File: src/rtl/fpadd_result_buf_if.sv
// Handshake and status bundle between the fpadd result buffer and its environment.
// The slave side is the buffer; the master side is upstream plus consumer.
interface fpadd_result_buf_if #(
   parameter int CW = 3
);
   logic          in_valid;
   logic          in_ready;
   logic [63:0]   in_result;
   logic [4:0]    in_flags;
   logic          in_denorm;
   logic [3:0]    in_tag;
   logic          out_valid;
   logic          out_ready;
   logic [63:0]   out_result;
   logic [4:0]    out_flags;
   logic          out_denorm;
   logic [3:0]    out_tag;
   logic          flags_clr;
   logic [4:0]    sticky_flags;
   logic [CW-1:0] count;
   logic [31:0]   op_count;

   modport slave (
      input  in_valid, in_result, in_flags, in_denorm, in_tag, out_ready, flags_clr,
      output in_ready, out_valid, out_result, out_flags, out_denorm, out_tag,
             sticky_flags, count, op_count
   );

   modport master (
      output in_valid, in_result, in_flags, in_denorm, in_tag, out_ready, flags_clr,
      input  in_ready, out_valid, out_result, out_flags, out_denorm, out_tag,
             sticky_flags, count, op_count
   );
endinterface

File: src/rtl/fpadd_result_buf.sv
// Registered in-order FIFO behind the fpadd unit, with a sticky exception-flag
// accumulator and a wrapping count of accepted operations.
module fpadd_result_buf #(
   parameter int DEPTH = 4,
   parameter int CW    = 3
) (
   input logic                clk,
   input logic                reset,
   fpadd_result_buf_if.slave  bus
);
   localparam int AW = $clog2(DEPTH);

   typedef struct packed {
      logic [63:0] result;
      logic [4:0]  flags;
      logic        denorm;
      logic [3:0]  tag;
   } entry_t;

   entry_t          mem_q [DEPTH];
   entry_t          mem_d [DEPTH];
   logic [AW-1:0]   wp_q, wp_d;
   logic [AW-1:0]   rp_q, rp_d;
   logic [CW-1:0]   count_q, count_d;
   logic [4:0]      sticky_q, sticky_d;
   logic [31:0]     op_count_q, op_count_d;

   logic   full;
   logic   empty;
   logic   push;
   logic   pop;
   entry_t head;

   assign full  = (count_q == CW'(DEPTH));
   assign empty = (count_q == '0);
   // A full buffer refuses a push even when the head is popped that cycle.
   assign push  = bus.in_valid & ~full;
   assign pop   = bus.out_ready & ~empty;

   // NOTE: every variable gets a default before any conditional update so no latch is inferred.
   always_comb begin
      mem_d      = mem_q;
      wp_d       = wp_q;
      rp_d       = rp_q;
      count_d    = count_q;
      op_count_d = op_count_q;
      if (push) begin
         mem_d[wp_q] = '{result: bus.in_result, flags: bus.in_flags,
                         denorm: bus.in_denorm, tag: bus.in_tag};
         wp_d        = wp_q + AW'(1);
         op_count_d  = op_count_q + 32'd1;
      end
      if (pop) begin
         rp_d = rp_q + AW'(1);
      end
      case ({push, pop})
         2'b10:   count_d = count_q + CW'(1);
         2'b01:   count_d = count_q - CW'(1);
         default: count_d = count_q;
      endcase
      sticky_d = (bus.flags_clr ? 5'b0 : sticky_q) | (push ? bus.in_flags : 5'b0);
   end

   // NOTE: sequential state is updated with non-blocking assignments only, so every flop samples pre-edge values.
   always_ff @(posedge clk or posedge reset) begin
      if (reset) begin
         // NOTE: storage is reset too, because the head of an empty buffer is still visible on out_*.
         for (int i = 0; i < DEPTH; i++) begin
            mem_q[i] <= '0;
         end
         wp_q       <= '0;
         rp_q       <= '0;
         count_q    <= '0;
         sticky_q   <= '0;
         op_count_q <= '0;
      end else begin
         mem_q      <= mem_d;
         wp_q       <= wp_d;
         rp_q       <= rp_d;
         count_q    <= count_d;
         sticky_q   <= sticky_d;
         op_count_q <= op_count_d;
      end
   end

   assign head             = mem_q[rp_q];
   assign bus.in_ready     = ~full & ~reset;
   assign bus.out_valid    = ~empty;
   assign bus.out_result   = head.result;
   assign bus.out_flags    = head.flags;
   assign bus.out_denorm   = head.denorm;
   assign bus.out_tag      = head.tag;
   assign bus.sticky_flags = sticky_q;
   assign bus.count        = count_q;
   assign bus.op_count     = op_count_q;
endmodule
File: src/flat_wrapper.sv
// flat-port wrapper written by rule: the top's interface ports become plain ports
module fpadd_result_buf_flat 
#(
   parameter int DEPTH = 4,
   parameter int CW    = 3
)
  (clk, reset, bus_in_valid, bus_in_result, bus_in_flags, bus_in_denorm, bus_in_tag, bus_out_ready, bus_flags_clr, bus_in_ready, bus_out_valid, bus_out_result, bus_out_flags, bus_out_denorm, bus_out_tag, bus_sticky_flags, bus_count, bus_op_count);
  fpadd_result_buf_if #(.CW(CW)) bus_i ();
  input logic clk;
  input logic reset;
  input wire logic [$bits(bus_i.in_valid)-1:0] bus_in_valid;
  input wire logic [$bits(bus_i.in_result)-1:0] bus_in_result;
  input wire logic [$bits(bus_i.in_flags)-1:0] bus_in_flags;
  input wire logic [$bits(bus_i.in_denorm)-1:0] bus_in_denorm;
  input wire logic [$bits(bus_i.in_tag)-1:0] bus_in_tag;
  input wire logic [$bits(bus_i.out_ready)-1:0] bus_out_ready;
  input wire logic [$bits(bus_i.flags_clr)-1:0] bus_flags_clr;
  output wire logic [$bits(bus_i.in_ready)-1:0] bus_in_ready;
  output wire logic [$bits(bus_i.out_valid)-1:0] bus_out_valid;
  output wire logic [$bits(bus_i.out_result)-1:0] bus_out_result;
  output wire logic [$bits(bus_i.out_flags)-1:0] bus_out_flags;
  output wire logic [$bits(bus_i.out_denorm)-1:0] bus_out_denorm;
  output wire logic [$bits(bus_i.out_tag)-1:0] bus_out_tag;
  output wire logic [$bits(bus_i.sticky_flags)-1:0] bus_sticky_flags;
  output wire logic [$bits(bus_i.count)-1:0] bus_count;
  output wire logic [$bits(bus_i.op_count)-1:0] bus_op_count;
  assign bus_i.in_valid = bus_in_valid;
  assign bus_i.in_result = bus_in_result;
  assign bus_i.in_flags = bus_in_flags;
  assign bus_i.in_denorm = bus_in_denorm;
  assign bus_i.in_tag = bus_in_tag;
  assign bus_i.out_ready = bus_out_ready;
  assign bus_i.flags_clr = bus_flags_clr;
  assign bus_in_ready = bus_i.in_ready;
  assign bus_out_valid = bus_i.out_valid;
  assign bus_out_result = bus_i.out_result;
  assign bus_out_flags = bus_i.out_flags;
  assign bus_out_denorm = bus_i.out_denorm;
  assign bus_out_tag = bus_i.out_tag;
  assign bus_sticky_flags = bus_i.sticky_flags;
  assign bus_count = bus_i.count;
  assign bus_op_count = bus_i.op_count;
  fpadd_result_buf #(.DEPTH(DEPTH), .CW(CW)) u_core (.clk(clk), .reset(reset), .bus(bus_i));
endmodule
File: config.mk
export PLATFORM = sky130hd
export DESIGN_NAME = fpadd_result_buf_flat
export DESIGN_NICKNAME = d
export VERILOG_FILES = /design/src/rtl/fpadd_result_buf_if.sv /design/src/rtl/fpadd_result_buf.sv /design/src/flat_wrapper.sv
export SDC_FILE = /design/constraint.sdc
export NUM_CORES = 1
export LEC_CHECK = 0
export BUFFER_PORTS_ARGS = -buffer_cell sky130_fd_sc_hd__buf_4
export CAP_MARGIN = 25
export CORE_AREA = 2 2 158 198
export CTS_BUF_LIST = sky130_fd_sc_hd__clkbuf_8
export CTS_CLUSTER_DIAMETER = 100
export DETAILED_ROUTE_END_ITERATION = 12
export DIE_AREA = 0 0 160 200
export GPL_TIMING_DRIVEN = 0
export PLACE_DENSITY_LB_ADDON = 0.3
export SLEW_MARGIN = 15
export SYNTH_ARGS = -nofsm -noshare
export SYNTH_HDL_FRONTEND = slang
export SYNTH_SLANG_ARGS = --single-unit
File: constraint.sdc
create_clock -name clk -period 13.35 [get_ports clk]
set_input_delay 0.6675 -clock clk [delete_from_list [all_inputs] [get_ports clk]]
set_output_delay 0.6675 -clock clk [all_outputs]
set_load 0.005 [all_outputs]
==> impl_results.html, run 1 <==
<table>
<tr><th>Metric</th><th>Value</th></tr>
<tr><th colspan="2">Power</th></tr>
<tr><td>Leakage power of the design</td><td>8.10 nW</td></tr>
<tr><td>IR Drop Worst-Case VDD</td><td>0.116 mV</td></tr>
<tr><td>Net switching share of the total power</td><td>0.294</td></tr>
<tr><td>Net Switching</td><td>between 1 and 1.5 mW</td></tr>
<tr><td>Total power per unit cell area</td><td>roughly 250 nW/um2</td></tr>
<tr><td>Share of total power in the clock network</td><td>0.197</td></tr>
<tr><td>Relative contribution of sequential cells to total power</td><td>0.388</td></tr>
<tr><td>Int Power</td><td>roughly 3.2 mW</td></tr>
<tr><td>Total Power</td><td>4.52 mW</td></tr>
<tr><td>Part of the power in combinational logic</td><td>0.415</td></tr>
<tr><th colspan="2">Detailed routing</th></tr>
<tr><td>Number of search-and-repair iterations in the first detailed-routing pass</td><td>6</td></tr>
<tr><td>Final WL</td><td>30600 um</td></tr>
<tr><td>Post-route ant nets</td><td>0</td></tr>
<tr><td>First DRT Iteration DRCs</td><td>422</td></tr>
<tr><td>Average routed wire per standard cell</td><td>19.2 um</td></tr>
<tr><td>Vias</td><td>8555</td></tr>
<tr><td>Post-route DRC violation count</td><td>0</td></tr>
<tr><td>Vias per cell</td><td>around 5.4</td></tr>
<tr><th colspan="2">Floorplanning</th></tr>
<tr><td>Initial Utilization</td><td>0.496</td></tr>
<tr><td>Site Rows</td><td>71</td></tr>
<tr><td>Standard cell core area</td><td>30000 um2</td></tr>
<tr><td>Full die area</td><td>32000 um2</td></tr>
<tr><td>DIE WIDTH</td><td>160 um</td></tr>
<tr><td>Top Ports</td><td>195</td></tr>
<tr><td>Die Y</td><td>approximately 200 um</td></tr>
<tr><th colspan="2">Synth</th></tr>
<tr><td>Async set or reset register ratio after synthesis</td><td>1.00</td></tr>
<tr><td>Post-synth EDFFs</td><td>0</td></tr>
<tr><td>Post-synthesis sequential area ratio</td><td>0.571</td></tr>
<tr><td>Compound-cell area share of the yosys netlist</td><td>0.00202</td></tr>
<tr><td>Cell count after synthesis</td><td>around 900</td></tr>
<tr><td>Post-Synth Simple-Gate Area</td><td>0.0282</td></tr>
<tr><td>Post-Synth XOR/XNOR Area</td><td>0.0218</td></tr>
<tr><td>Adder-Cell Fraction of Synth Area</td><td>0.00638</td></tr>
<tr><td>Count of different cell masters after synthesis</td><td>31</td></tr>
<tr><td>Top flip-flop cell by instance count after synthesis</td><td>dfrtp_1</td></tr>
<tr><td>Synth Net Count</td><td>990</td></tr>
<tr><td>Count of synthesis-stage warnings from yosys</td><td>0</td></tr>
<tr><td>Flop and latch count out of synthesis</td><td>340</td></tr>
<tr><td>Mean cell area of the mapped netlist</td><td>around 16 um2</td></tr>
<tr><td>Cell area after synthesis</td><td>14900 um2</td></tr>
<tr><td>Combinational family with the most area after synthesis</td><td>multiplexers</td></tr>
<tr><td>Multiplexer share of the synthesized area</td><td>0.336</td></tr>
<tr><th colspan="2">Setup path</th></tr>
<tr><td>Slowest cell delay on critical path</td><td>0.59 ns</td></tr>
<tr><td>Cell-by-cell trace of the critical path</td><td>clkbuf_1 &gt; buf_2 &gt; buf_1 &gt; mux4_2 &gt; buf_4</td></tr>
<tr><td>Data arrival time at the worst-slack endpoint</td><td>2.65 ns</td></tr>
<tr><td>Sort of element at the start of the critical path</td><td>flip-flop</td></tr>
<tr><td>Slowest CP cell</td><td>buf_1</td></tr>
<tr><td>Buffers plus inverters on the worst setup path</td><td>4</td></tr>
<tr><td>Crit Path Class</td><td>reg -&gt; out</td></tr>
<tr><td>Data required time of the critical path</td><td>12.68 ns</td></tr>
<tr><td>Worst-path maximum fanout</td><td>10</td></tr>
<tr><td>Worst Setup End Kind</td><td>output pin</td></tr>
<tr><td>Kind of cell with the highest combined delay on the critical path</td><td>buffers and inverters</td></tr>
<tr><th colspan="2">GRT</th></tr>
<tr><td>Total Routing Usage GR</td><td>0.198</td></tr>
<tr><td>Leftover overflow at the end of global routing</td><td>0</td></tr>
<tr><td>Wire length of the first global-routing pass</td><td>49800 um</td></tr>
<tr><td>Number of antenna violations at the first check in global routing</td><td>1</td></tr>
<tr><td>Number of global-route vias before repair</td><td>9181</td></tr>
<tr><td>Pin count of the biggest net entering global routing</td><td>107</td></tr>
<tr><th colspan="2">Clock network</th></tr>
<tr><td>Skew-Pair Late Insertion Delay</td><td>0.58 ns</td></tr>
<tr><td>Worst-path clk slew</td><td>0.07 ns</td></tr>
<tr><td>CTS root buffer</td><td>clkbuf_8</td></tr>
<tr><td>Buffers inserted during post-CTS setup optimization</td><td>0</td></tr>
<tr><td>Largest buffer count on any clock path</td><td>3</td></tr>
<tr><td>TritonCTS clock tree</td><td>yes</td></tr>
<tr><td>Sink Count</td><td>340</td></tr>
<tr><td>Number of clock buffers inserted by TritonCTS</td><td>53</td></tr>
<tr><td>Resize count post-CTS</td><td>0</td></tr>
<tr><td>H-Tree Level Count</td><td>2</td></tr>
<tr><td>Quantity of hold-fixing buffers added after cts</td><td>0</td></tr>
<tr><th colspan="2">Cells and area</th></tr>
<tr><td>Share of cells above drive strength 1</td><td>0.548</td></tr>
<tr><td>Final design utilization</td><td>0.601</td></tr>
<tr><td>P&amp;R area growth vs syn</td><td>21.1%</td></tr>
<tr><td>Filler cell count in the final layout</td><td>2382</td></tr>
<tr><td>Post-layout instance area</td><td>18000 um2</td></tr>
<tr><td>Antenna cells</td><td>0</td></tr>
<tr><td>Total Nets Final</td><td>roughly 1.2k</td></tr>
<tr><th colspan="2">Timing</th></tr>
<tr><td>Endpoints failing hold</td><td>0</td></tr>
<tr><td>Finish-stage setup viols</td><td>0</td></tr>
<tr><td>Period utilization</td><td>0.249</td></tr>
<tr><td>Fmax</td><td>301 MHz</td></tr>
<tr><td>Slew at the pin closest to its max-slew limit</td><td>0.820 ns</td></tr>
<tr><td>Maximum clock skew at final layout</td><td>0.0182 ns</td></tr>
<tr><td>Period minus WS final</td><td>between 3 and 4 ns</td></tr>
<tr><td>Unrepaired setup endpoints after global routing</td><td>no</td></tr>
<tr><td>Worst slew margin relative to its limit</td><td>0.454</td></tr>
<tr><td>Count of final max-slew check failures</td><td>0</td></tr>
<tr><th colspan="2">Min path</th></tr>
<tr><td>Type of the most critical hold path</td><td>in -&gt; async</td></tr>
<tr><th colspan="2">Place</th></tr>
<tr><td>HPWL reported at the end of detailed placement</td><td>20700 um</td></tr>
<tr><td>Count of buffers from port buffering</td><td>194</td></tr>
<tr><td>Cell area after placement</td><td>16900 um2</td></tr>
<tr><td>Routability-driven placement congestion ratio</td><td>0.744</td></tr>
<tr><th colspan="2">Outcome</th></tr>
<tr><td>Outcome</td><td>completed</td></tr>
<tr><th colspan="2">Job</th></tr>
<tr><td>Max-cap viol count</td><td>0</td></tr>
</table>
==> sequential cells by signal, summed over array words and instances, names as in the netlist <==
signal and count:
u_core.wp_q 2, u_core.bus.op_count 32, u_core.bus.count 3, u_core.rp_q 2, u_core.mem_q 296, u_core.bus.sticky_flags 5
==> kinds of logic after synthesis <==
group                    after synthesis
buffers and inverters                 67
multiplexers                         371
AND/OR/NAND/NOR                       76
flip-flops                           340
adder cells (fa/ha/maj)                7
XOR/XNOR                              37
AO/OA/AOI/OAI                          6
==> layout make-up <==
class,count,area [um2],area share
multi-input cells,497,5880,0.326
inverters,13,56.3,0.00312
flip-flops and latches,340,8510,0.472
well taps,401,502,0.0278
clock inverters,22,149,0.00825
repair buffers,197,1540,0.0853
clock buffers,69,950,0.0526
plain buffers,54,459,0.0255
==> power groups by stage <==
| stage | Combinational (mW) | Sequential, mW | Clock, mW |
|---|---|---|---|
| after floorplan | 1.25 | 1.69 | 0 |
| after global placement | 1.88 | 1.75 | 0 |
| after detailed placement | 1.92 | 1.77 | 0 |
| after CTS | 1.92 | 1.75 | 0.920 |
| after global routing | 2.03 | 1.81 | 0.969 |
| final | 1.88 | 1.75 | 0.891 |
==> stage by stage <==
stage	setup slack [ns]	setup TNS (ns)	cells	hold WS (ns)
4_1_cts	9.92	0	1593	0.153
3_3_place_gp	-0.511	-167.18	1499	0.465
6_report	10.03	0	1593	0.162
5_1_grt	9.88	0	1593	0.178
3_5_place_dp	10.55	0	1502	0.471
2_1_floorplan	3.26	0	904	0.459
==> Yosys cell counts, types with 3 or more instances <==
cell | count | area [um2]
mux2_2 | 249 | 2800
ha_1 | 6 | 75.1
nand3_1 | 15 | 75.1
buf_2 | 19 | 95.1
o21ai_0 | 6 | 30.0
and3_1 | 6 | 37.5
nand2_2 | 4 | 25.0
buf_6 | 22 | 248
nor2_1 | 6 | 22.5
xor2_1 | 10 | 87.6
dfrtp_1 | 340 | 8510
nand4_1 | 13 | 81.3
inv_1 | 13 | 48.8
buf_8 | 6 | 90.1
nor3_1 | 5 | 25.0
clkbuf_1 | 3 | 11.3
xnor2_1 | 27 | 236
nand2_1 | 17 | 63.8
mux4_2 | 74 | 1670
buf_1 | 4 | 15.0
mux2_1 | 47 | 529
==> cells in the final DEF (no fill, tap or decap), drive strengths merged, types with 6 or more instances in the layout <==
master and n:
nor2 6, mux4 74, nand3 15, buf 248
nand2 21, clkbuf 72, and3 6, mux2 296
xor2 10, o21ai 6, ha 6, nand4 13
dfrtp 340, inv 26, xnor2 27
==> path summary, 6_finish.rpt <==
kind / start / end / slack (ns) / depth (start not counted)
worst min register to register: u_core.bus.op_count[31] / u_core.bus.op_count[31] / 0.48 / 1
worst max register to register: u_core.bus.count[0] / u_core.bus.count[2] / 11.00 / 9
max in group asynchronous: reset / u_core.mem_q[184] / 11.92 / 4
min in group clk: bus_flags_clr / u_core.bus.sticky_flags[3] / 0.31 / 2
worst min-delay path: reset / u_core.bus.count[2] / 0.16 / 2
worst max-delay path: u_core.rp_q[0] / bus_out_result[45] / 10.03 / 5
==> routing by layer <==
metal	up-vias	track usage	routed length, um
li1	3838	-	-
met2	194	0.335	15300
met5	-	0	16
met4	2	0.0594	643
met3	48	0.0452	1630
met1	4473	0.257	13000
No activity file was read; power rests on OpenSTA's default activity.
==> run 2: changes to the inputs <==
--- a/config.mk
+++ b/config.mk
@@ -5,13 +5,14 @@
 export SDC_FILE = /design/constraint.sdc
 export NUM_CORES = 1
 export LEC_CHECK = 0
+export ABC_AREA = 1
 export BUFFER_PORTS_ARGS = -buffer_cell sky130_fd_sc_hd__buf_4
 export CAP_MARGIN = 25
-export CORE_AREA = 2 2 158 198
+export CORE_AREA = 2 2 158 199
 export CTS_BUF_LIST = sky130_fd_sc_hd__clkbuf_8
 export CTS_CLUSTER_DIAMETER = 100
 export DETAILED_ROUTE_END_ITERATION = 12
-export DIE_AREA = 0 0 160 200
+export DIE_AREA = 0 0 160 201
 export GPL_TIMING_DRIVEN = 0
 export PLACE_DENSITY_LB_ADDON = 0.3
 export SLEW_MARGIN = 15
==> constraint.sdc (replaced) <==
create_clock -name clk -period 2.9 [get_ports clk]
set_input_delay 0.145 -clock clk [delete_from_list [all_inputs] [get_ports clk]]
set_output_delay 0.145 -clock clk [all_outputs]
set_load 0.005 [all_outputs]
==> impl_results.html, run 2 <==
<table>
<tr><th>Metric</th><th>Value</th></tr>
<tr><th colspan="2">Power</th></tr>
<tr><td>Leakage power of the design</td><td>9.23 nW (+14%)</td></tr>
<tr><td>Total Power</td><td>20.8 mW (+360%)</td></tr>
<tr><td>Total power per unit cell area</td><td>1090 nW/um2 (+340%)</td></tr>
<tr><td>IR Drop Worst-Case VDD</td><td>0.593 mV (+410%)</td></tr>
<tr><th colspan="2">GRT</th></tr>
<tr><td>Wire length of the first global-routing pass</td><td>71100 um (+43%)</td></tr>
<tr><td>Total Routing Usage GR</td><td>0.274 (+0.0767)</td></tr>
<tr><td>Number of global-route vias before repair</td><td>13.9k (+51%)</td></tr>
<tr><td>Leftover overflow at the end of global routing</td><td>0 (unchanged)</td></tr>
<tr><td>Number of antenna violations at the first check in global routing</td><td>1 (unchanged)</td></tr>
<tr><td>Pin count of the biggest net entering global routing</td><td>38 (-64%)</td></tr>
<tr><th colspan="2">Synth</th></tr>
<tr><td>Dominant cells by area after synthesis</td><td>dfrtp_1 (57%), o21ai_0 (10%), nand2_1 (9.7%), o21ai_1 (5.1%), nor2_1 (4.8%)</td></tr>
<tr><td>Area share of the leading cell type in the synthesized netlist</td><td>0.569 (-0.00267)</td></tr>
<tr><td>Mean cell area of the mapped netlist</td><td>8.58 um2 (-48%)</td></tr>
<tr><td>Biggest area consumer among synthesized cells</td><td>dfrtp_1</td></tr>
<tr><td>Flop and latch count out of synthesis</td><td>340 (unchanged)</td></tr>
<tr><td>Count of synthesis-stage warnings from yosys</td><td>0 (unchanged)</td></tr>
<tr><td>Cell area after synthesis</td><td>15000 um2 (+0.47%)</td></tr>
<tr><td>Post-synthesis sequential area ratio</td><td>0.569 (-0.00267)</td></tr>
<tr><td>Post-synth EDFFs</td><td>0 (unchanged)</td></tr>
<tr><td>Cell count after synthesis</td><td>1744 (+93%)</td></tr>
<tr><td>Cell with the most instances after synthesis</td><td>nand2_1</td></tr>
<tr><td>Async set or reset register ratio after synthesis</td><td>1.00 (unchanged)</td></tr>
<tr><td>Top flip-flop cell by instance count after synthesis</td><td>dfrtp_1</td></tr>
<tr><td>Synth Net Count</td><td>1830 (+85%)</td></tr>
<tr><td>Count of different cell masters after synthesis</td><td>24 (-23%)</td></tr>
<tr><td>Ranking of synthesized cells by instance count</td><td>nand2_1 (388), dfrtp_1 (340), o21ai_0 (299)</td></tr>
<tr><th colspan="2">Detailed routing</th></tr>
<tr><td>Vias</td><td>13.6k (+59%)</td></tr>
<tr><td>Post-route ant nets</td><td>0 (unchanged)</td></tr>
<tr><td>Number of search-and-repair iterations in the first detailed-routing pass</td><td>5 (-1)</td></tr>
<tr><td>Average routed wire per standard cell</td><td>17.3 um (-9.9%)</td></tr>
<tr><td>Vias per cell</td><td>5.39 (+0.44%)</td></tr>
<tr><td>First DRT Iteration DRCs</td><td>1097 (+160%)</td></tr>
<tr><td>Post-route DRC violation count</td><td>0 (unchanged)</td></tr>
<tr><td>Final WL</td><td>43800 um (+43%)</td></tr>
<tr><th colspan="2">Timing</th></tr>
<tr><td>Unrepaired setup endpoints after global routing</td><td>yes</td></tr>
<tr><td>Slew at the pin closest to its max-slew limit</td><td>0.601 ns (-0.219 ns)</td></tr>
<tr><td>Period utilization</td><td>0.979</td></tr>
<tr><td>Maximum clock skew at final layout</td><td>0.0165 ns (-0.00168 ns)</td></tr>
<tr><td>Period minus WS final</td><td>2.84 ns</td></tr>
<tr><td>Count of final max-slew check failures</td><td>0 (unchanged)</td></tr>
<tr><td>Fmax</td><td>352 MHz</td></tr>
<tr><td>Worst slew margin relative to its limit</td><td>0.599 (+0.146)</td></tr>
<tr><td>Finish-stage setup viols</td><td>0 (unchanged)</td></tr>
<tr><td>Total negative slack for setup checks</td><td>0 ns (unchanged)</td></tr>
<tr><td>Endpoints failing hold</td><td>0 (unchanged)</td></tr>
<tr><td>Final hold slack</td><td>0.166 ns (+0.00382 ns)</td></tr>
<tr><th colspan="2">Floorplanning</th></tr>
<tr><td>Top Ports</td><td>195 (unchanged)</td></tr>
<tr><td>Full die area</td><td>32200 um2 (+0.50%)</td></tr>
<tr><td>Site Rows</td><td>72 (+1.4%)</td></tr>
<tr><td>Standard cell core area</td><td>30400 um2 (+1.4%)</td></tr>
<tr><td>DIE WIDTH</td><td>160 um (unchanged)</td></tr>
<tr><td>Initial Utilization</td><td>0.491 (-0.00459)</td></tr>
<tr><td>Die Y</td><td>201 um (+0.50%)</td></tr>
<tr><th colspan="2">Place</th></tr>
<tr><td>Routability-driven placement congestion ratio</td><td>0.863 (+16%)</td></tr>
<tr><td>HPWL reported at the end of detailed placement</td><td>29100 um (+40%)</td></tr>
<tr><td>Count of buffers from port buffering</td><td>194 (unchanged)</td></tr>
<tr><th colspan="2">Cells and area</th></tr>
<tr><td>Filler cell count in the final layout</td><td>2692 (+13%)</td></tr>
<tr><td>Flip-flop count of the largest register after layout</td><td>296 (unchanged)</td></tr>
<tr><td>Total Nets Final</td><td>2168 (+75%)</td></tr>
<tr><td>Share of cells above drive strength 1</td><td>0.169 (-0.379)</td></tr>
<tr><td>Total area of multi-input combinational cells</td><td>5430 um2 (-7.6%)</td></tr>
<tr><td>Leading cell type in the layout, fill and taps excluded</td><td>nand2_1</td></tr>
<tr><td>Biggest register</td><td>u_core.mem_q</td></tr>
<tr><td>Highest-count cells in the layout ignoring fill and taps</td><td>nand2_1 (388), dfrtp_1 (340), o21ai_0 (299)</td></tr>
<tr><td>P&amp;R area growth vs syn</td><td>27.1%</td></tr>
<tr><td>Final design utilization</td><td>0.625 (+0.0238)</td></tr>
<tr><td>Area taken by flip-flops and latches</td><td>8510 um2 (unchanged)</td></tr>
<tr><th colspan="2">Job</th></tr>
<tr><td>Max-cap viol count</td><td>0 (unchanged)</td></tr>
<tr><th colspan="2">Min path</th></tr>
<tr><td>Type of the most critical hold path</td><td>in -&gt; async</td></tr>
<tr><th colspan="2">Setup path</th></tr>
<tr><td>Data arrival time at the worst-slack endpoint</td><td>2.70 ns (+0.05 ns)</td></tr>
<tr><td>Endpoint of the worst register-to-register path</td><td>u_core.bus.count[2]</td></tr>
<tr><td>Data required time of the critical path</td><td>2.76 ns (-9.92 ns)</td></tr>
<tr><td>Worst-path maximum fanout</td><td>10 (unchanged)</td></tr>
<tr><td>Slowest CP cell</td><td>clkbuf_1</td></tr>
<tr><td>Slowest cell delay on critical path</td><td>0.51 ns (-0.08 ns)</td></tr>
<tr><td>Sort of element at the start of the critical path</td><td>flip-flop</td></tr>
<tr><td>Depth of the worst register-to-register path</td><td>10 (+1)</td></tr>
<tr><td>Cell-by-cell trace of the critical path</td><td>inv_1 &gt; buf_2 &gt; clkbuf_1 &gt; nor2_1 &gt; o22ai_1 &gt; buf_4</td></tr>
<tr><td>Setup slack of the worst register-to-register path</td><td>0.66 ns (-10.34 ns)</td></tr>
<tr><td>Source of the worst register-to-register timing path</td><td>u_core.bus.count[0]</td></tr>
<tr><td>Worst Setup End Kind</td><td>output pin</td></tr>
<tr><td>Crit Path Class</td><td>reg -&gt; out</td></tr>
<tr><th colspan="2">Clock network</th></tr>
<tr><td>TritonCTS clock tree</td><td>yes</td></tr>
<tr><td>Worst-path clk slew</td><td>0.06 ns (about the same)</td></tr>
<tr><td>Sink Count</td><td>340 (unchanged)</td></tr>
<tr><td>CTS root buffer</td><td>clkbuf_8</td></tr>
<tr><td>Number of clock buffers inserted by TritonCTS</td><td>54 (+1.9%)</td></tr>
<tr><td>H-Tree Level Count</td><td>2 (unchanged)</td></tr>
<tr><td>Largest buffer count on any clock path</td><td>3 (unchanged)</td></tr>
<tr><td>Skew-Pair Late Insertion Delay</td><td>0.60 ns (+0.02 ns)</td></tr>
<tr><th colspan="2">Outcome</th></tr>
<tr><td>Outcome</td><td>completed</td></tr>
</table>
run 2: cell types whose count changed in the layout (fill, tap and decap cells not counted), sizes merged, moves of 6 or more:
cell         delta
inv           +104
nand3           -8
buf            +16
o21ai         +445
nor2          +187
clkbuf         +52
dlygate4sd3    +79
nand3b          +6
xnor2          -17
and3            -6
mux2          -296
nand2         +372
mux4           -74
o22ai          +79
run 2: timing repair:
item	4_1_cts	5_1_grt
setup endpoints to repair	6	33
hold buffers	79	0
resized for setup	2	6
endpoints found under the hold margin	411	0
buffers inserted	0	0
run 2: logic make-up after synthesis:
family                     Yosys count  synth area share
AOI/OAI and AO/OA                  532             0.185
xor gates and xnor gates            20            0.0117
DFF                                340             0.569
buffers and inverters              232            0.0686
adders and majority gates            7           0.00635
and+or+nand+nor                    613             0.160
run 2: worst max-delay path, delay by kind of cell (launching register included):
family / cells / cell delay (ns)
compound gates: 1 / 0.31
buf+inv: 4 / 1.19
flops: 1 / 0.47
simple gates: 1 / 0.11
run 2: layer usage:
metal,GRT usage,vias up,routed length (um)
li1,-,6418,-
met1,0.347,6552,17400
met2,0.459,553,21400
met3,0.0531,118,3320
met4,0.123,0,1740
met5,0,-,0
run 2: area by class of cell:
| class | count | area share |
|---|---|---|
| Clock inverter | 26 | 0.00743 |
| Tap cell | 407 | 0.0268 |
| Timing Repair Buffer | 283 | 0.129 |
| Buffer | 115 | 0.0312 |
| Multi-Input combinational cell | 1172 | 0.286 |
| Clock buffer | 69 | 0.0499 |
| Inverter | 116 | 0.0231 |
| Sequential cell | 340 | 0.447 |
| Antenna cell | 1 | 0.000132 |
run 2: stage by stage:
step | worst slack (ns) | cells | instance area [um2]
6_report | 0.0597 | 2529 | 19000
5_1_grt | -0.000953 | 2529 | 19000
3_3_place_gp | -3.66 | 2345 | 16900
2_1_floorplan | -1.79 | 1744 | 15000
4_1_cts | 0.0378 | 2529 | 19000
3_5_place_dp | 0.609 | 2355 | 17100
run 2: worst max-delay path by stage:
| stage | startpoint | end | slack (ns) | cells past startpoint |
|---|---|---|---|---|
| 3_5_place_dp | u_core.rp_q[0] | bus_out_result[56] | 0.61 | 5 |
| 3_3_place_gp | reset | u_core.mem_q[45] | -3.66 | 2 |
| 6_report | u_core.rp_q[0] | bus_out_result[5] | 0.06 | 6 |
| 2_1_floorplan | reset | u_core.bus.count[0] | -1.79 | 1 |
| 5_1_grt | u_core.rp_q[0] | bus_out_result[5] | -0.001 | 6 |
| 4_1_cts | u_core.rp_q[1] | bus_out_result[56] | 0.04 | 6 |
run 2: report_power, final:
part           switching, mW  internal [mW]
Combinational           5.17           3.72
Sequential              1.08           6.75
Clock                   1.89           2.21
==> run 3: changes to the inputs <==
--- a/config.mk
+++ b/config.mk
@@ -5,14 +5,13 @@
 export SDC_FILE = /design/constraint.sdc
 export NUM_CORES = 1
 export LEC_CHECK = 0
-export ABC_AREA = 1
 export BUFFER_PORTS_ARGS = -buffer_cell sky130_fd_sc_hd__buf_4
 export CAP_MARGIN = 25
-export CORE_AREA = 2 2 158 199
+export CORE_AREA = 2 2 158 198
 export CTS_BUF_LIST = sky130_fd_sc_hd__clkbuf_8
 export CTS_CLUSTER_DIAMETER = 100
 export DETAILED_ROUTE_END_ITERATION = 12
-export DIE_AREA = 0 0 160 201
+export DIE_AREA = 0 0 160 200
 export GPL_TIMING_DRIVEN = 0
 export PLACE_DENSITY_LB_ADDON = 0.3
 export SLEW_MARGIN = 15
==> impl_results.html, run 3 (synthesis gave the netlist of run 1 again) <==
<table>
<tr><th>Metric</th><th>Value</th></tr>
<tr><th colspan="2">Setup path</th></tr>
<tr><td>Endpoint of the worst register-to-register path</td><td>u_core.bus.count[2]</td></tr>
<tr><td>Data required time of the critical path</td><td>2.76 ns (about the same)</td></tr>
<tr><td>Setup slack of the worst register-to-register path</td><td>0.55 ns (-0.11 ns)</td></tr>
<tr><td>Depth of the worst register-to-register path</td><td>9 (-1)</td></tr>
<tr><td>Sort of element at the start of the critical path</td><td>flip-flop</td></tr>
<tr><td>Slowest cell delay on critical path</td><td>0.58 ns (+0.07 ns)</td></tr>
<tr><td>Source of the worst register-to-register timing path</td><td>u_core.bus.count[0]</td></tr>
<tr><td>Crit Path Class</td><td>reg -&gt; out</td></tr>
<tr><td>Worst-path maximum fanout</td><td>10 (unchanged)</td></tr>
<tr><td>Slowest CP cell</td><td>mux4_2</td></tr>
<tr><td>Cell-by-cell trace of the critical path</td><td>buf_2 &gt; buf_2 &gt; mux4_2 &gt; buf_4</td></tr>
<tr><td>Worst Setup End Kind</td><td>output pin</td></tr>
<tr><td>Kind of cell with the highest combined delay on the critical path</td><td>buffers and inverters</td></tr>
<tr><td>Most common cell type on the critical path</td><td>buf_2</td></tr>
<tr><td>Buffers plus inverters on the worst setup path</td><td>3 (-1)</td></tr>
<tr><td>Data arrival time at the worst-slack endpoint</td><td>2.53 ns (-0.17 ns)</td></tr>
<tr><th colspan="2">Power</th></tr>
<tr><td>IR Drop Worst-Case VDD</td><td>0.698 mV (+18%)</td></tr>
<tr><td>Int Power</td><td>15.1 mW (+19%)</td></tr>
<tr><td>Share of total power in the clock network</td><td>0.209 (+0.012)</td></tr>
<tr><td>Net switching share of the total power</td><td>0.291 (-0.100)</td></tr>
<tr><td>Net Switching</td><td>6.19 mW (-24%)</td></tr>
<tr><td>Total power per unit cell area</td><td>1120 nW/um2 (+1.9%)</td></tr>
<tr><td>Part of the power in combinational logic</td><td>0.412 (-0.015)</td></tr>
<tr><td>Leakage power of the design</td><td>8.56 nW (-7.2%)</td></tr>
<tr><td>Relative contribution of sequential cells to total power</td><td>0.379 (+0.003)</td></tr>
<tr><th colspan="2">Clock network</th></tr>
<tr><td>Number of clock buffers inserted by TritonCTS</td><td>55 (+1.9%)</td></tr>
<tr><td>Skew-Pair Late Insertion Delay</td><td>0.59 ns (about the same)</td></tr>
<tr><td>H-Tree Level Count</td><td>2 (unchanged)</td></tr>
<tr><td>Sink Count</td><td>340 (unchanged)</td></tr>
<tr><td>Largest buffer count on any clock path</td><td>3 (unchanged)</td></tr>
<tr><td>Buffers inserted during post-CTS setup optimization</td><td>0 (unchanged)</td></tr>
<tr><td>Worst-path clk slew</td><td>0.06 ns (about the same)</td></tr>
<tr><td>CTS root buffer</td><td>clkbuf_8</td></tr>
<tr><td>TritonCTS clock tree</td><td>yes</td></tr>
<tr><th colspan="2">Floorplanning</th></tr>
<tr><td>Site Rows</td><td>71 (-1.4%)</td></tr>
<tr><td>DIE WIDTH</td><td>160 um (unchanged)</td></tr>
<tr><td>Top Ports</td><td>195 (unchanged)</td></tr>
<tr><td>Initial Utilization</td><td>0.496 (+0.00459)</td></tr>
<tr><td>Die Y</td><td>200 um (-0.50%)</td></tr>
<tr><td>Standard cell core area</td><td>30000 um2 (-1.4%)</td></tr>
<tr><td>Full die area</td><td>32000 um2 (-0.50%)</td></tr>
<tr><th colspan="2">Place</th></tr>
<tr><td>Routability-driven placement congestion ratio</td><td>0.775 (-10%)</td></tr>
<tr><td>Total placed cells including tap cells</td><td>1510 (-36%)</td></tr>
<tr><td>Worst slack at placement</td><td>0.607 ns (-0.00197 ns)</td></tr>
<tr><td>HPWL reported at the end of detailed placement</td><td>21300 um (-27%)</td></tr>
<tr><td>Count of buffers from port buffering</td><td>194 (unchanged)</td></tr>
<tr><th colspan="2">Timing</th></tr>
<tr><td>Slew at the pin closest to its max-slew limit</td><td>0.838 ns (+0.237 ns)</td></tr>
<tr><td>Maximum clock skew at final layout</td><td>0.0177 ns (+0.00118 ns)</td></tr>
<tr><td>Endpoints failing hold</td><td>0 (unchanged)</td></tr>
<tr><td>Count of final max-slew check failures</td><td>0 (unchanged)</td></tr>
<tr><td>Finish-stage setup viols</td><td>0 (unchanged)</td></tr>
<tr><td>Period utilization</td><td>0.921 (-0.0582)</td></tr>
<tr><td>PnR worst setup slack</td><td>0.228 ns (+0.169 ns)</td></tr>
<tr><td>Period minus WS final</td><td>2.67 ns (-0.169 ns)</td></tr>
<tr><td>Worst slew margin relative to its limit</td><td>0.441 (-0.158)</td></tr>
<tr><td>Fmax</td><td>374 MHz (+6.3%)</td></tr>
<tr><td>Total negative slack for setup checks</td><td>0 ns (unchanged)</td></tr>
<tr><td>Unrepaired setup endpoints after global routing</td><td>no</td></tr>
<tr><th colspan="2">Cells and area</th></tr>
<tr><td>Total area of multi-input combinational cells</td><td>5880 um2 (+8.2%)</td></tr>
<tr><td>Antenna cells</td><td>0 (-1)</td></tr>
<tr><td>Share of cells above drive strength 1</td><td>0.518 (+0.350)</td></tr>
<tr><td>Filler cell count in the final layout</td><td>2215 (-18%)</td></tr>
<tr><td>Non-Filler Instances</td><td>1684 (-33%)</td></tr>
<tr><td>P&amp;R area growth vs syn</td><td>28.2%</td></tr>
<tr><td>Total Nets Final</td><td>1331 (-39%)</td></tr>
<tr><td>Area taken by flip-flops and latches</td><td>8510 um2 (unchanged)</td></tr>
<tr><td>Flip-flop count of the largest register after layout</td><td>296 (unchanged)</td></tr>
<tr><td>Leading cell type in the layout, fill and taps excluded</td><td>dfrtp_1</td></tr>
<tr><td>Biggest register</td><td>u_core.mem_q</td></tr>
<tr><td>Highest-count cells in the layout ignoring fill and taps</td><td>dfrtp_1 (340), mux2_2 (249), buf_4 (194)</td></tr>
<tr><th colspan="2">Detailed routing</th></tr>
<tr><td>Final WL</td><td>31800 um (-27%)</td></tr>
<tr><td>Post-route DRC violation count</td><td>0 (unchanged)</td></tr>
<tr><td>Post-route ant nets</td><td>0 (unchanged)</td></tr>
<tr><td>First DRT Iteration DRCs</td><td>239 (-78%)</td></tr>
<tr><td>Vias per cell</td><td>5.30 (-1.7%)</td></tr>
<tr><td>Average routed wire per standard cell</td><td>18.9 um (+9.0%)</td></tr>
<tr><td>Vias</td><td>8925 (-35%)</td></tr>
<tr><td>Number of search-and-repair iterations in the first detailed-routing pass</td><td>4 (-1)</td></tr>
<tr><th colspan="2">GRT</th></tr>
<tr><td>Number of global-route vias before repair</td><td>9937 (-28%)</td></tr>
<tr><td>Number of antenna violations at the first check in global routing</td><td>1 (unchanged)</td></tr>
<tr><td>Leftover overflow at the end of global routing</td><td>0 (unchanged)</td></tr>
<tr><td>Pin count of the biggest net entering global routing</td><td>37 (-2.6%)</td></tr>
<tr><td>Total Routing Usage GR</td><td>0.207 (-0.0675)</td></tr>
<tr><td>Wire length of the first global-routing pass</td><td>52400 um (-26%)</td></tr>
<tr><th colspan="2">Outcome</th></tr>
<tr><td>Outcome</td><td>completed</td></tr>
<tr><th colspan="2">Job</th></tr>
<tr><td>Max-cap viol count</td><td>0 (unchanged)</td></tr>
<tr><th colspan="2">Min path</th></tr>
<tr><td>Type of the most critical hold path</td><td>in -&gt; async</td></tr>
</table>
run 3: cell types whose count changed in the layout (fill, tap and decap cells not counted), sizes merged, moves of 17 or more:
cell,previous run,this run
mux4,0,74
xnor2,10,27
o22ai,79,0
inv,130,26
o21ai,451,6
mux2,0,296
nand2,393,21
nor2,193,6
clkbuf,124,77
run 3: area by class of cell:
class                      count  share of cell area
buffer                        54              0.0241
clock buffer                  74              0.0533
clock inverter                21             0.00983
inverter                      13             0.00275
multi-input combinational    497               0.308
sequential                   340               0.446
tap                          401              0.0263
timing repair buffer         284               0.130
run 3: timing repair:
action | in CTS | in global routing
endpoints found under the hold margin | 362 | 0
hold buffers | 79 | 0
gates resized for setup | 1 | 0
setup endpoints to repair | 10 | 0
run 3: worst min-delay path: stages:
cell and delay [ns]:
dlygate4sd3_1 0.53, buf_4 0.14, clkinvlp_4 0.32
run 3: worst max-delay path by stage:
| stage | slack, ns | depth (start not counted) | start | endpoint |
|---|---|---|---|---|
| 4_1_cts | 0.09 | 4 | u_core.rp_q[1] | bus_out_result[45] |
| 3_3_place_gp | -3.79 | 2 | reset | u_core.mem_q[165] |
| 2_1_floorplan | -1.79 | 1 | reset | u_core.bus.count[0] |
| 5_1_grt | 0.07 | 4 | u_core.rp_q[1] | bus_out_result[47] |
| 6_report | 0.23 | 4 | u_core.rp_q[1] | bus_out_result[45] |
| 3_5_place_dp | 0.61 | 5 | u_core.rp_q[0] | bus_out_result[45] |
run 3: power by group through the flow:
stage / clock, mW / combinational, mW / sequential, mW
floorplan: 0 / 5.75 / 7.80
global placement: 0 / 8.64 / 8.06
detailed placement: 0 / 8.85 / 8.15
CTS: 4.59 / 8.96 / 8.07
global route: 4.79 / 9.49 / 8.36
finish: 4.46 / 8.77 / 8.08
run 3: per-stage QoR:
| step | area (um2) | total power [mW] | hold slack (ns) | util |
|---|---|---|---|---|
| 2_1_floorplan | 14900 | 13.6 | 0.241 | - |
| 3_3_place_gp | 16900 | 16.7 | 0.364 | 0.561 |
| 3_5_place_dp | 17100 | 17.0 | 0.206 | 0.569 |
| 4_1_cts | 19100 | 21.6 | 0.103 | 0.636 |
| 5_1_grt | 19100 | 22.6 | 0.159 | 0.636 |
| 6_report | 19100 | 21.3 | 0.135 | 0.636 |
run 3: per-layer routing:
| metal | up-vias | routed length (um) | GRT usage |
|---|---|---|---|
| met4 | 2 | 629 | 0.0604 |
| met2 | 203 | 16200 | 0.361 |
| met5 | - | 13 | 0 |
| li1 | 4011 | - | - |
| met1 | 4651 | 13400 | 0.263 |
| met3 | 58 | 1620 | 0.0446 |
